## src/rtl/program_loader_if.sv

```systemverilog
// Boot byte stream in, program memory write port out.
// The loader sits on the slave side; the stream source / memory side uses master.
interface program_loader_if;
    logic        byte_valid_i;
    logic [7:0]  byte_data_i;
    logic        byte_ready_o;
    logic        prog_we_o;
    logic [31:0] prog_addr_o;
    logic [31:0] prog_wdata_o;

    modport slave (
        input  byte_valid_i,
        input  byte_data_i,
        output byte_ready_o,
        output prog_we_o,
        output prog_addr_o,
        output prog_wdata_o
    );

    modport master (
        output byte_valid_i,
        output byte_data_i,
        input  byte_ready_o,
        input  prog_we_o,
        input  prog_addr_o,
        input  prog_wdata_o
    );
endinterface

```

## src/rtl/program_loader.sv

```systemverilog
// Loads a length-prefixed little-endian word stream into program memory, holding the core in reset meanwhile.
// One write cycle after every 4th byte (5 cycles/word minimum); byte_ready drops during that write cycle.
module program_loader #(
    parameter int PROGRAM_MEMORY_DEPTH = 64,
    parameter int TIMEOUT_CYCLES       = 1024
) (
    input  logic              clk,
    input  logic              reset,
    input  logic              start_i,
    input  logic              run_i,
    program_loader_if.slave   bus,
    output logic              core_reset_o,
    output logic              busy_o,
    output logic              done_o,
    output logic              error_o
);
    localparam int WI_W = $clog2(PROGRAM_MEMORY_DEPTH) + 1;
    localparam int TO_W = $clog2(TIMEOUT_CYCLES);

    typedef enum logic [2:0] {
        S_IDLE,
        S_LEN_LO,
        S_LEN_HI,
        S_DATA,
        S_WRITE,
        S_DONE,
        S_ERROR
    } state_t;

    state_t            r_state;
    state_t            w_state_next;
    logic [15:0]       r_count;
    logic [WI_W-1:0]   r_word_index;
    logic [1:0]        r_byte_index;
    logic [31:0]       r_word;
    logic [TO_W-1:0]   r_to_cnt;

    logic              w_ready;
    logic              w_xfer;
    logic [15:0]       w_len;
    logic              w_len_bad;
    logic [WI_W-1:0]   w_wi_next;
    logic              w_last_word;
    logic              w_timeout;
    logic              w_enter_len_lo;

    assign w_ready     = (r_state == S_LEN_LO) || (r_state == S_LEN_HI) || (r_state == S_DATA);
    assign w_xfer      = bus.byte_valid_i && w_ready;
    assign w_len       = {bus.byte_data_i, r_count[7:0]};
    assign w_len_bad   = (w_len == 16'd0) || (w_len > 16'(PROGRAM_MEMORY_DEPTH));
    assign w_wi_next   = r_word_index + WI_W'(1);
    assign w_last_word = ({{(16-WI_W){1'b0}}, w_wi_next} == r_count);
    // Fires on the idle cycle that would carry the counter to TIMEOUT_CYCLES-1; a transfer that cycle wins.
    assign w_timeout   = w_ready && !w_xfer && (r_to_cnt == TO_W'(TIMEOUT_CYCLES - 2));
    assign w_enter_len_lo = (w_state_next == S_LEN_LO) && (r_state != S_LEN_LO);

    always_ff @(posedge clk) begin
        if (reset) begin
            r_state <= S_IDLE;
        end else begin
            r_state <= w_state_next;
        end
    end

    always_comb begin
        w_state_next = r_state;
        case (r_state)
            S_IDLE: begin
                if (start_i) begin
                    w_state_next = S_LEN_LO;
                end else if (run_i) begin
                    w_state_next = S_DONE;
                end
            end
            S_LEN_LO: begin
                if (w_timeout) begin
                    w_state_next = S_ERROR;
                end else if (w_xfer) begin
                    w_state_next = S_LEN_HI;
                end
            end
            S_LEN_HI: begin
                if (w_timeout) begin
                    w_state_next = S_ERROR;
                end else if (w_xfer) begin
                    w_state_next = w_len_bad ? S_ERROR : S_DATA;
                end
            end
            S_DATA: begin
                if (w_timeout) begin
                    w_state_next = S_ERROR;
                end else if (w_xfer && (r_byte_index == 2'd3)) begin
                    w_state_next = S_WRITE;
                end
            end
            S_WRITE: begin
                w_state_next = w_last_word ? S_DONE : S_DATA;
            end
            S_DONE, S_ERROR: begin
                if (start_i) begin
                    w_state_next = S_LEN_LO;
                end
            end
            default: begin
                w_state_next = S_IDLE;
            end
        endcase
    end

    always_ff @(posedge clk) begin
        if (reset) begin
            r_count      <= '0;
            r_word_index <= '0;
            r_byte_index <= '0;
            r_word       <= '0;
            r_to_cnt     <= '0;
        end else begin
            if (w_xfer || w_enter_len_lo) begin
                r_to_cnt <= '0;
            end else if (w_ready) begin
                r_to_cnt <= r_to_cnt + TO_W'(1);
            end

            if (w_xfer && (r_state == S_LEN_LO)) begin
                r_count[7:0] <= bus.byte_data_i;
            end

            if (w_xfer && (r_state == S_LEN_HI)) begin
                r_count[15:8] <= bus.byte_data_i;
                r_word_index  <= '0;
                r_byte_index  <= '0;
            end

            if (w_xfer && (r_state == S_DATA)) begin
                r_word[{r_byte_index, 3'b000} +: 8] <= bus.byte_data_i;
                r_byte_index <= r_byte_index + 2'd1;
            end

            if (r_state == S_WRITE) begin
                r_word_index <= w_wi_next;
            end
        end
    end

    assign bus.byte_ready_o = w_ready;
    assign bus.prog_we_o    = (r_state == S_WRITE);
    assign bus.prog_addr_o  = {{(30-WI_W){1'b0}}, r_word_index, 2'b00};
    assign bus.prog_wdata_o = r_word;

    assign core_reset_o = (r_state != S_DONE);
    assign busy_o       = w_ready || (r_state == S_WRITE);
    assign done_o       = (r_state == S_DONE);
    assign error_o      = (r_state == S_ERROR);
endmodule

```

## src/flat_wrapper.sv

```systemverilog
// flat-port wrapper written by rule: the top's interface ports become plain ports
module program_loader_flat 
#(
    parameter int PROGRAM_MEMORY_DEPTH = 64,
    parameter int TIMEOUT_CYCLES       = 1024
)
  (clk, reset, start_i, run_i, core_reset_o, busy_o, done_o, error_o, bus_byte_valid_i, bus_byte_data_i, bus_byte_ready_o, bus_prog_we_o, bus_prog_addr_o, bus_prog_wdata_o);
  program_loader_if bus_i ();
  input  logic clk;
  input  logic reset;
  input  logic start_i;
  input  logic run_i;
  output logic core_reset_o;
  output logic busy_o;
  output logic done_o;
  output logic error_o;
  input wire logic [$bits(bus_i.byte_valid_i)-1:0] bus_byte_valid_i;
  input wire logic [$bits(bus_i.byte_data_i)-1:0] bus_byte_data_i;
  output wire logic [$bits(bus_i.byte_ready_o)-1:0] bus_byte_ready_o;
  output wire logic [$bits(bus_i.prog_we_o)-1:0] bus_prog_we_o;
  output wire logic [$bits(bus_i.prog_addr_o)-1:0] bus_prog_addr_o;
  output wire logic [$bits(bus_i.prog_wdata_o)-1:0] bus_prog_wdata_o;
  assign bus_i.byte_valid_i = bus_byte_valid_i;
  assign bus_i.byte_data_i = bus_byte_data_i;
  assign bus_byte_ready_o = bus_i.byte_ready_o;
  assign bus_prog_we_o = bus_i.prog_we_o;
  assign bus_prog_addr_o = bus_i.prog_addr_o;
  assign bus_prog_wdata_o = bus_i.prog_wdata_o;
  program_loader #(.PROGRAM_MEMORY_DEPTH(PROGRAM_MEMORY_DEPTH), .TIMEOUT_CYCLES(TIMEOUT_CYCLES)) u_core (.clk(clk), .reset(reset), .start_i(start_i), .run_i(run_i), .bus(bus_i), .core_reset_o(core_reset_o), .busy_o(busy_o), .done_o(done_o), .error_o(error_o));
endmodule
```

## config.mk

```make
export PLATFORM = sky130hd
export DESIGN_NAME = program_loader_flat
export DESIGN_NICKNAME = d
export VERILOG_FILES = /design/src/rtl/program_loader_if.sv /design/src/rtl/program_loader.sv /design/src/flat_wrapper.sv
export SDC_FILE = /design/constraint.sdc
export NUM_CORES = 1
export LEC_CHECK = 0
export BUFFER_PORTS_ARGS = -buffer_cell sky130_fd_sc_hd__buf_2
export CAP_MARGIN = 20
export CORE_MARGIN = 5
export CORE_UTILIZATION = 45
export DETAILED_ROUTE_END_ITERATION = 6
export PLACE_DENSITY = 0.69
export SYNTH_ARGS = -nofsm -noshare
export SYNTH_HDL_FRONTEND = slang
export SYNTH_SLANG_ARGS = --single-unit
```

## constraint.sdc

```tcl
create_clock -name clk -period 3.65 [get_ports clk]
set_clock_uncertainty 0.05 [all_clocks]
set_input_delay 0.9125 -clock clk [delete_from_list [all_inputs] [get_ports clk]]
set_output_delay 0.9125 -clock clk [all_outputs]
set_load 0.02 [all_outputs]
```

# Word level (Yosys, flattened, before mapping)
# Index checks and enable logic that the tools add are counted.
[totals]
inputBits = 13
register_bits = 70
out_inout_bits = 70
[classes]
addsub = 4
n_shift = 2
eq_ne = 12
mux = 17
reduce_logical = 20
n_lt_le_gt_ge = 1
[op_table]
columns = ["operator", "n"]
rows = [
  ["2-to-1 mux 3 bit", 11],
  ["bitwise mux 32 bit", 1],
  ["variable shift 8 x 7 -> 32 bit, first input constant", 1],
  ["variable part select 8 x 7 -> 32 bit", 1],
  ["case mux 3 bit (6 select lines)", 1],
  ["== test 7 x 16 -> 1 bit", 1],
  ["greater-than comparator 16 x 7 -> 1 bit, second input constant", 1],
  ["zero test 16 bit", 1],
  ["2-to-1 mux 7 bit", 2],
  ["adder 10 x 1 -> 10 bit, second input constant", 1],
  ["== test 10 bit, second input constant", 1],
  ["== test 3 bit, second input constant", 3],
  ["logical AND 1 bit", 8],
  ["adder 7 x 1 -> 7 bit, second input constant", 1],
  ["negator 5 -> 7 bit", 1],
  ["== test 3 x 1 -> 1 bit, second input constant", 2],
  ["== test 3 x 2 -> 1 bit, second input constant", 2],
  ["logical OR 1 bit", 5],
  ["2-to-1 mux 2 bit", 2],
  ["nonzero test 2 bit", 2],
  ["OR reduction 2 bit", 2],
  ["zero test 3 bit", 1],
  ["inequality test 3 x 1 -> 1 bit, second input constant", 1],
  ["inequality test 3 bit, second input constant", 1],
  ["3 further kinds", 3],
]

# Longest topological paths before layout
# Gate-level depths: netlist of run 1.
[depth]
word_depth = 13
mapped_depth = 9
mapped_depth_nobuf = 7

# Worst setup path before layout of run 1
# No wires, ideal clock.
[synth_path]
path_type = "input-to-reg"
from = "in bus_byte_valid_i"
to = "reg u_core.r_to_cnt[0]"
arrival_time_ns = 2.300
required_ns = 3.445
path_stages = 6
setup_slack_ns = 1.145
cell_sequence = "clkbuf_1 -> and3b_1 -> nand4_1 -> a222oi_1 -> nor2_1 -> a211oi_1"
[synth_via]
elab_chain_cells = 10
[synth_lines]
columns = ["element", "line_no", "text"]
rows = [
  ["start, declared", "flat_wrapper.sv:17", "input wire logic [$bits(bus_i.byte_valid_i)-1:0] bus_byte_valid_i;"],
  ["logical AND 1 bit (*)", "program_loader.sv:48", "assign w_xfer = bus.byte_valid_i && w_ready;"],
  ["zero test 1 bit", "program_loader.sv:54", "assign w_timeout = w_ready && !w_xfer && (r_to_cnt == TO_W'(TIMEOUT_CYCLES - 2));"],
  ["logical AND 1 bit (2 in series)", "program_loader.sv:54", ""],
  ["2-to-1 mux 3 bit, on equally long branches", "program_loader.sv:90, program_loader.sv:76, program_loader.sv:83", ""],
  ["case mux 3 bit (6 select lines)", "program_loader.sv:67", "case (r_state)"],
  ["== test 3 x 1 -> 1 bit", "program_loader.sv:55", "assign w_enter_len_lo = (w_state_next == S_LEN_LO) && (r_state != S_LEN_LO);"],
  ["logical AND 1 bit", "program_loader.sv:55", ""],
  ["logical OR 1 bit (*)", "program_loader.sv:118", "if (w_xfer || w_enter_len_lo) begin"],
  ["OR reduction 2 bit (no line) (*)", "--", ""],
  ["end signal, assigned", "program_loader.sv:121", "r_to_cnt <= r_to_cnt + TO_W'(1);"],
  ["end, declared", "program_loader.sv:36", "logic [TO_W-1:0] r_to_cnt;"],
]
# Mark *: on every way between the ends. The rest lies on a longest branch, timed or not.
# A chain may end at the register's enable or synchronous reset.

# Worst setup path after layout of run 1
[layout_path]
from = "reg u_core.r_state[1]"
to = "out bus_byte_ready_o"
[layout_via]
elab_chain_cells = 3
[layout_lines]
columns = ["element", "line_no", "text"]
rows = [
  ["start, declared", "program_loader.sv:30", "state_t r_state;"],
  ["start signal, assigned", "program_loader.sv:61", "r_state <= w_state_next;"],
  ["== test 3 x 1 -> 1 bit / == test 3 x 2 -> 1 bit (equally long branches)", "program_loader.sv:47", "assign w_ready = (r_state == S_LEN_LO) || (r_state == S_LEN_HI) || (r_state == S_DATA);"],
  ["logical OR 1 bit", "program_loader.sv:47", ""],
  ["logical OR 1 bit (*)", "program_loader.sv:47", ""],
  ["end, declared", "flat_wrapper.sv:19", "output wire logic [$bits(bus_i.byte_ready_o)-1:0] bus_byte_ready_o;"],
]
# Marks and branches as above.

==> results of run 1 <==
==> logic make-up (layout without fill, tap and decap cells) <==
| group | count (synthesis) | count (layout) | synth area share, % |
|---|---|---|---|
| AND/OR/NAND/NOR | 180 | 180 | 25.4 |
| AO/OA/AOI/OAI | 92 | 92 | 16.2 |
| flip-flops | 70 | 70 | 39.6 |
| buffers and inverters | 58 | 85 | 9.08 |
| XOR/XNOR | 17 | 17 | 4.21 |
| multiplexers | 9 | 9 | 2.55 |
| adder cells (fa/ha/maj) | 8 | 8 | 2.83 |
| other | 1 | 25 | 0.106 |
==> per-stage QoR <==
step / setup WS, ps / utilization (%) / cell area (µm²) / instances / hold slack, ps
after floorplan: 1140 / - / 3630 / 459 / 381
after detailed placement: 947 / 49.3 / 3790 / 572 / 393
after CTS: 695 / 52.1 / 4000 / 588 / 403
final: 692 / 52.1 / 4000 / 588 / 401
after global placement: 990 / 49.3 / 3790 / 572 / 388
after global routing: 503 / 52.1 / 4000 / 588 / 421
==> Yosys cell counts, types with 7 or more instances <==
cell	instances	area [µm²]
buf_4	25	188
nand3_1	40	200
o21ai_0	13	65.1
and2_1	9	56.3
a21oi_1	52	260
mux2i_1	9	90.1
dfxtp_1	70	1400
xnor2_1	8	70.1
a211oi_2	9	113
clkbuf_1	19	71.3
nand2_1	59	221
inv_1	8	30.0
nor2_1	24	90.1
xor2_1	9	78.8
or3_1	7	43.8
ha_1	8	100
==> per-layer routing <==
| metal | part of all wire (%) | up-vias | track usage (%) | routed length [µm] |
|---|---|---|---|---|
| li1 | - | 1571 | - | - |
| met1 | 45 | 1454 | 23.6 | 3850 |
| met2 | 48 | 103 | 29.3 | 4140 |
| met3 | 6.0 | 8 | 3.75 | 513 |
| met4 | 0.74 | 0 | 5.46 | 63 |
| met5 | 0 | - | 0 | 0 |
==> layout make-up <==
cell class	instances	area (µm²)	area share, %
clock buffer	10	128	3.19
clock inverter	6	86.3	2.16
inverter	8	30.0	0.750
multi-input combinational	331	1910	47.8
sequential	70	1400	35.0
tap	102	128	3.19
timing repair buffer	61	315	7.88
==> final timing paths <==
check	slack (ps)	depth (start not counted)	to	start
min reg2reg	400	2	u_core.bus.prog_wdata_o[25]	u_core.bus.prog_wdata_o[25]
min	400	2	u_core.bus.prog_wdata_o[25]	u_core.bus.prog_wdata_o[25]
max	690	4	bus_byte_ready_o	u_core.r_state[1]
max reg2reg	1110	7	u_core.r_word_index[3]	u_core.r_state[1]
==> registers in the layout, indices dropped and copies added, names as in the netlist <==
signal	flops
u_core.r_to_cnt	10
u_core.r_byte_index	2
u_core.r_word_index	7
u_core.r_state	3
u_core.r_count	16
u_core.bus.prog_wdata_o	32
==> report_power, final <==
| group | internal (mW) | leakage (nW) | switching [mW] | total [mW] |
|---|---|---|---|---|
| logic | 0.142 | 0.904 | 0.283 | 0.426 |
| registers | 0.800 | 0.566 | 0.0542 | 0.855 |
| clock network | 0.384 | 0.106 | 0.294 | 0.678 |
==> critical path: stages (launching register included) <==
cell     delay [ps]
dfxtp_1         610
nor2_1          170
or2_2           340
inv_1           300
buf_2           240
==> results.cfg, run 1 <==
[timing]
finalSetupTns_ps = 0
timing.final.crit_share_pct = 81.1
fin_crit_ps = 2960
setup_viol = 0
hold_viol = 0
tightestPinTransition_ps = 986
rsz0062_at_grt = false
slew_viol_final = 0
maxSlewHeadroom_pct = 34.1
fmax_ghz = 0.338

[critical_path]
worst_ep_arrival_time_ps = 2000
startpoint_type = flip-flop
crit_type = flip-flop to output port
worst-path-max-fanout = 16
crit_required_ps = 2690
setup.worst_path.end_class = output port

[yosys]
syn_area_um2 = 3540
async_flop_share_pct = 0
yosys_register_bits = 70
synth_cell_types = 43
avgSynthCellArea_um2 = 8.14
syn_inst = 435
ys_warn_count = 0
yosys_most_used_dff = dfxtp_1
synth-edff-count = 0
yosysSeqAreaShare_pct = 39.6

[final_layout]
synthToLayoutAreaGrowth_pct = 13.0
drive_above_1_share_pct = 18.3
final_cell_mix = 70 x dfxtp_1, 59 x nand2_1, 57 x buf_2
nets = 502
diodes = 0
nFillCells = 743
final_common_cell = dfxtp_1

[floorplanning]
die_w_um = 98.7
ios = 83
die_area_um2 = 9740
core_area_um2 = 7690
start_util_pct = 46.0
die_h_um = 98.7
std_cell_rows = 32

[drt]
ant_nets = 0
via_per_inst = 5.33
vias = 3136
drt-total-wl_um = 8560
wl_per_cell_um = 14.6
drt-initial-drc-count = 183
dr.pass1.iters = 5
drcViolationCount = 0

[place]
dp.final_hpwl_um = 6050
port_buffers = 57
gp_congestion = 0.815

[global_routing]
grt_pass1_wl_um = 14500
grt.total_usage_pct = 17.8
grt_pass1_vias = 3003
overflow = 0
grt_antenna_before_repair = 0
grt_start_max_net_pins = 46

[clock_network]
ctsResizeCount = 0
path_clk_slew_ps = 70
cts_hold_buffers = 0
htreeDepth = 3
cts_root_buffer = clkbuf_8
clk_latency_ps = 340
numCtsBuffers = 9
cts_max_path_buffers = 2
cts_tree = built
numClockSinks = 70
cts_setup_buffers = 0

[power_and_ir_drop]
power_density_nw_per_um2 = 489
power_mw = 1.96
leakagePower_nw = 1.58
ir_drop_v = 0.000262

[outcome]
outcome = complete, no violations

[hold_path]
hp-class = flip-flop to flip-flop

[run]
cap_violations = 0
(Power assumes the default switching activity.)
==> run 2, diff against run 1 <==
clock period = 3 ns   (was 3.65 ns; I/O delays follow)
==> results.cfg, run 2 (synthesized netlist as in run 1, its figures left out) <==
[place]
gp_congestion = 0.855
place_ws_ps = 388
port_buffers = 57
dp.final_hpwl_um = 5960

[drt]
via_per_inst = 5.40
drcViolationCount = 0
drt-total-wl_um = 8390
drt-initial-drc-count = 164
vias = 3184
dr.pass1.iters = 4
ant_nets = 0
wl_per_cell_um = 14.2

[global_routing]
overflow = 0
grt.total_usage_pct = 16.9
grt_antenna_before_repair = 0
grt_pass1_wl_um = 13700
grt_pass1_vias = 2968
grt_start_max_net_pins = 51

[critical_path]
worst_ep_arrival_time_ps = 2010
crit_required_ps = 2200
worst-path-max-fanout = 16
crit_type = flip-flop to output port
critPathTopFamily = flip-flops
startpoint_type = flip-flop
path_buf_inv = 2
worst_path_max_delay_cell = dfxtp_1
slowest_delay_ps = 620
crit_chain = nor2_1 -> or2_2 -> inv_1 -> buf_2
setup.worst_path.end_class = output port

[timing]
fmax_ghz = 0.356
rsz0062_at_grt = false
tightestPinTransition_ps = 954
timing.final.crit_share_pct = 93.7
maxSlewHeadroom_pct = 36.1
setup_viol = 0
holdWs_ps = 398
slew_viol_final = 0
finalSetupTns_ps = 0
hold_viol = 0
fin_crit_ps = 2810
layout_setup_ws_ps = 189

[final_layout]
synthToLayoutAreaGrowth_pct = 13.8
final_cell_mix = 70 x dfxtp_1, 59 x nand2_1, 57 x buf_2
drive_above_1_share_pct = 18.9
final_core_util_pct = 52.4
largest_register_ffs = 32
final_common_cell = dfxtp_1
nets = 506
diodes = 0

[floorplanning]
start_util_pct = 46.0
die_area_um2 = 9740
std_cell_rows = 32
die_h_um = 98.7
die_w_um = 98.7
ios = 83
core_area_um2 = 7690

[clock_network]
numClockSinks = 70
ctsResizeCount = 0
cts_max_path_buffers = 2
path_clk_slew_ps = 70
numCtsBuffers = 9
cts_setup_buffers = 0
cts_root_buffer = clkbuf_8
cts_hold_buffers = 0
clk_latency_ps = 340
cts_tree = built
htreeDepth = 3

[power_and_ir_drop]
power_mw = 2.37
power_density_nw_per_um2 = 589
leakagePower_nw = 1.59
ir_drop_v = 0.000262

[outcome]
outcome = complete, no violations

[hold_path]
hp-class = flip-flop to flip-flop

[run]
cap_violations = 0
## run 2: metrics by stage
stage	cell area [µm²]	std cells
6_report	4030	590
4_1_cts	4030	590
3_3_place_gp	3820	576
3_5_place_dp	3820	576
2_1_floorplan	3630	459
5_1_grt	4030	590
## run 2: where the power goes
group | internal, mW | leakage, nW | switching (mW)
clock | 0.480 | 0.104 | 0.332
sequential | 0.974 | 0.566 | 0.0670
combinational | 0.173 | 0.924 | 0.346
## run 2: cell type report
class | instances | area (µm²)
repair buffers | 65 | 345
fillers | 766 | 3660
well taps | 102 | 128
clock buffers | 10 | 138
flip-flops and latches | 70 | 1400
multi-input cells | 331 | 1910
clock inverters | 4 | 72.6
inverters | 8 | 30.0
## run 2: metal layers
| layer | GRT usage, % | part of all wire [%] | vias up |
|---|---|---|---|
| met5 | 0 | 0 | - |
| met4 | 4.83 | 1.7 | 0 |
| met3 | 4.88 | 6.1 | 15 |
| met2 | 28.3 | 49 | 109 |
| met1 | 21.3 | 43 | 1488 |
| li1 | - | - | 1572 |
## run 2: worst paths after layout
path,endpoint,startpoint,cells past startpoint,slack [ps]
hold reg to reg,u_core.bus.prog_wdata_o[23],u_core.bus.prog_wdata_o[23],2,400
setup / recovery,bus_byte_ready_o,u_core.r_state[1],4,190
setup reg to reg,u_core.r_to_cnt[0],u_core.r_state[1],8,540
hold / removal,u_core.bus.prog_wdata_o[23],u_core.bus.prog_wdata_o[23],2,400
## run 2: worst register-to-register path, stage by stage (launching register included)
cell and delay, ps:
dfxtp_1 620, nor2_1 190, or2_2 340, inv_1 280, nand2_1 140, a31oi_1 240
a21oi_1 100, buf_4 210, a211oi_1 200
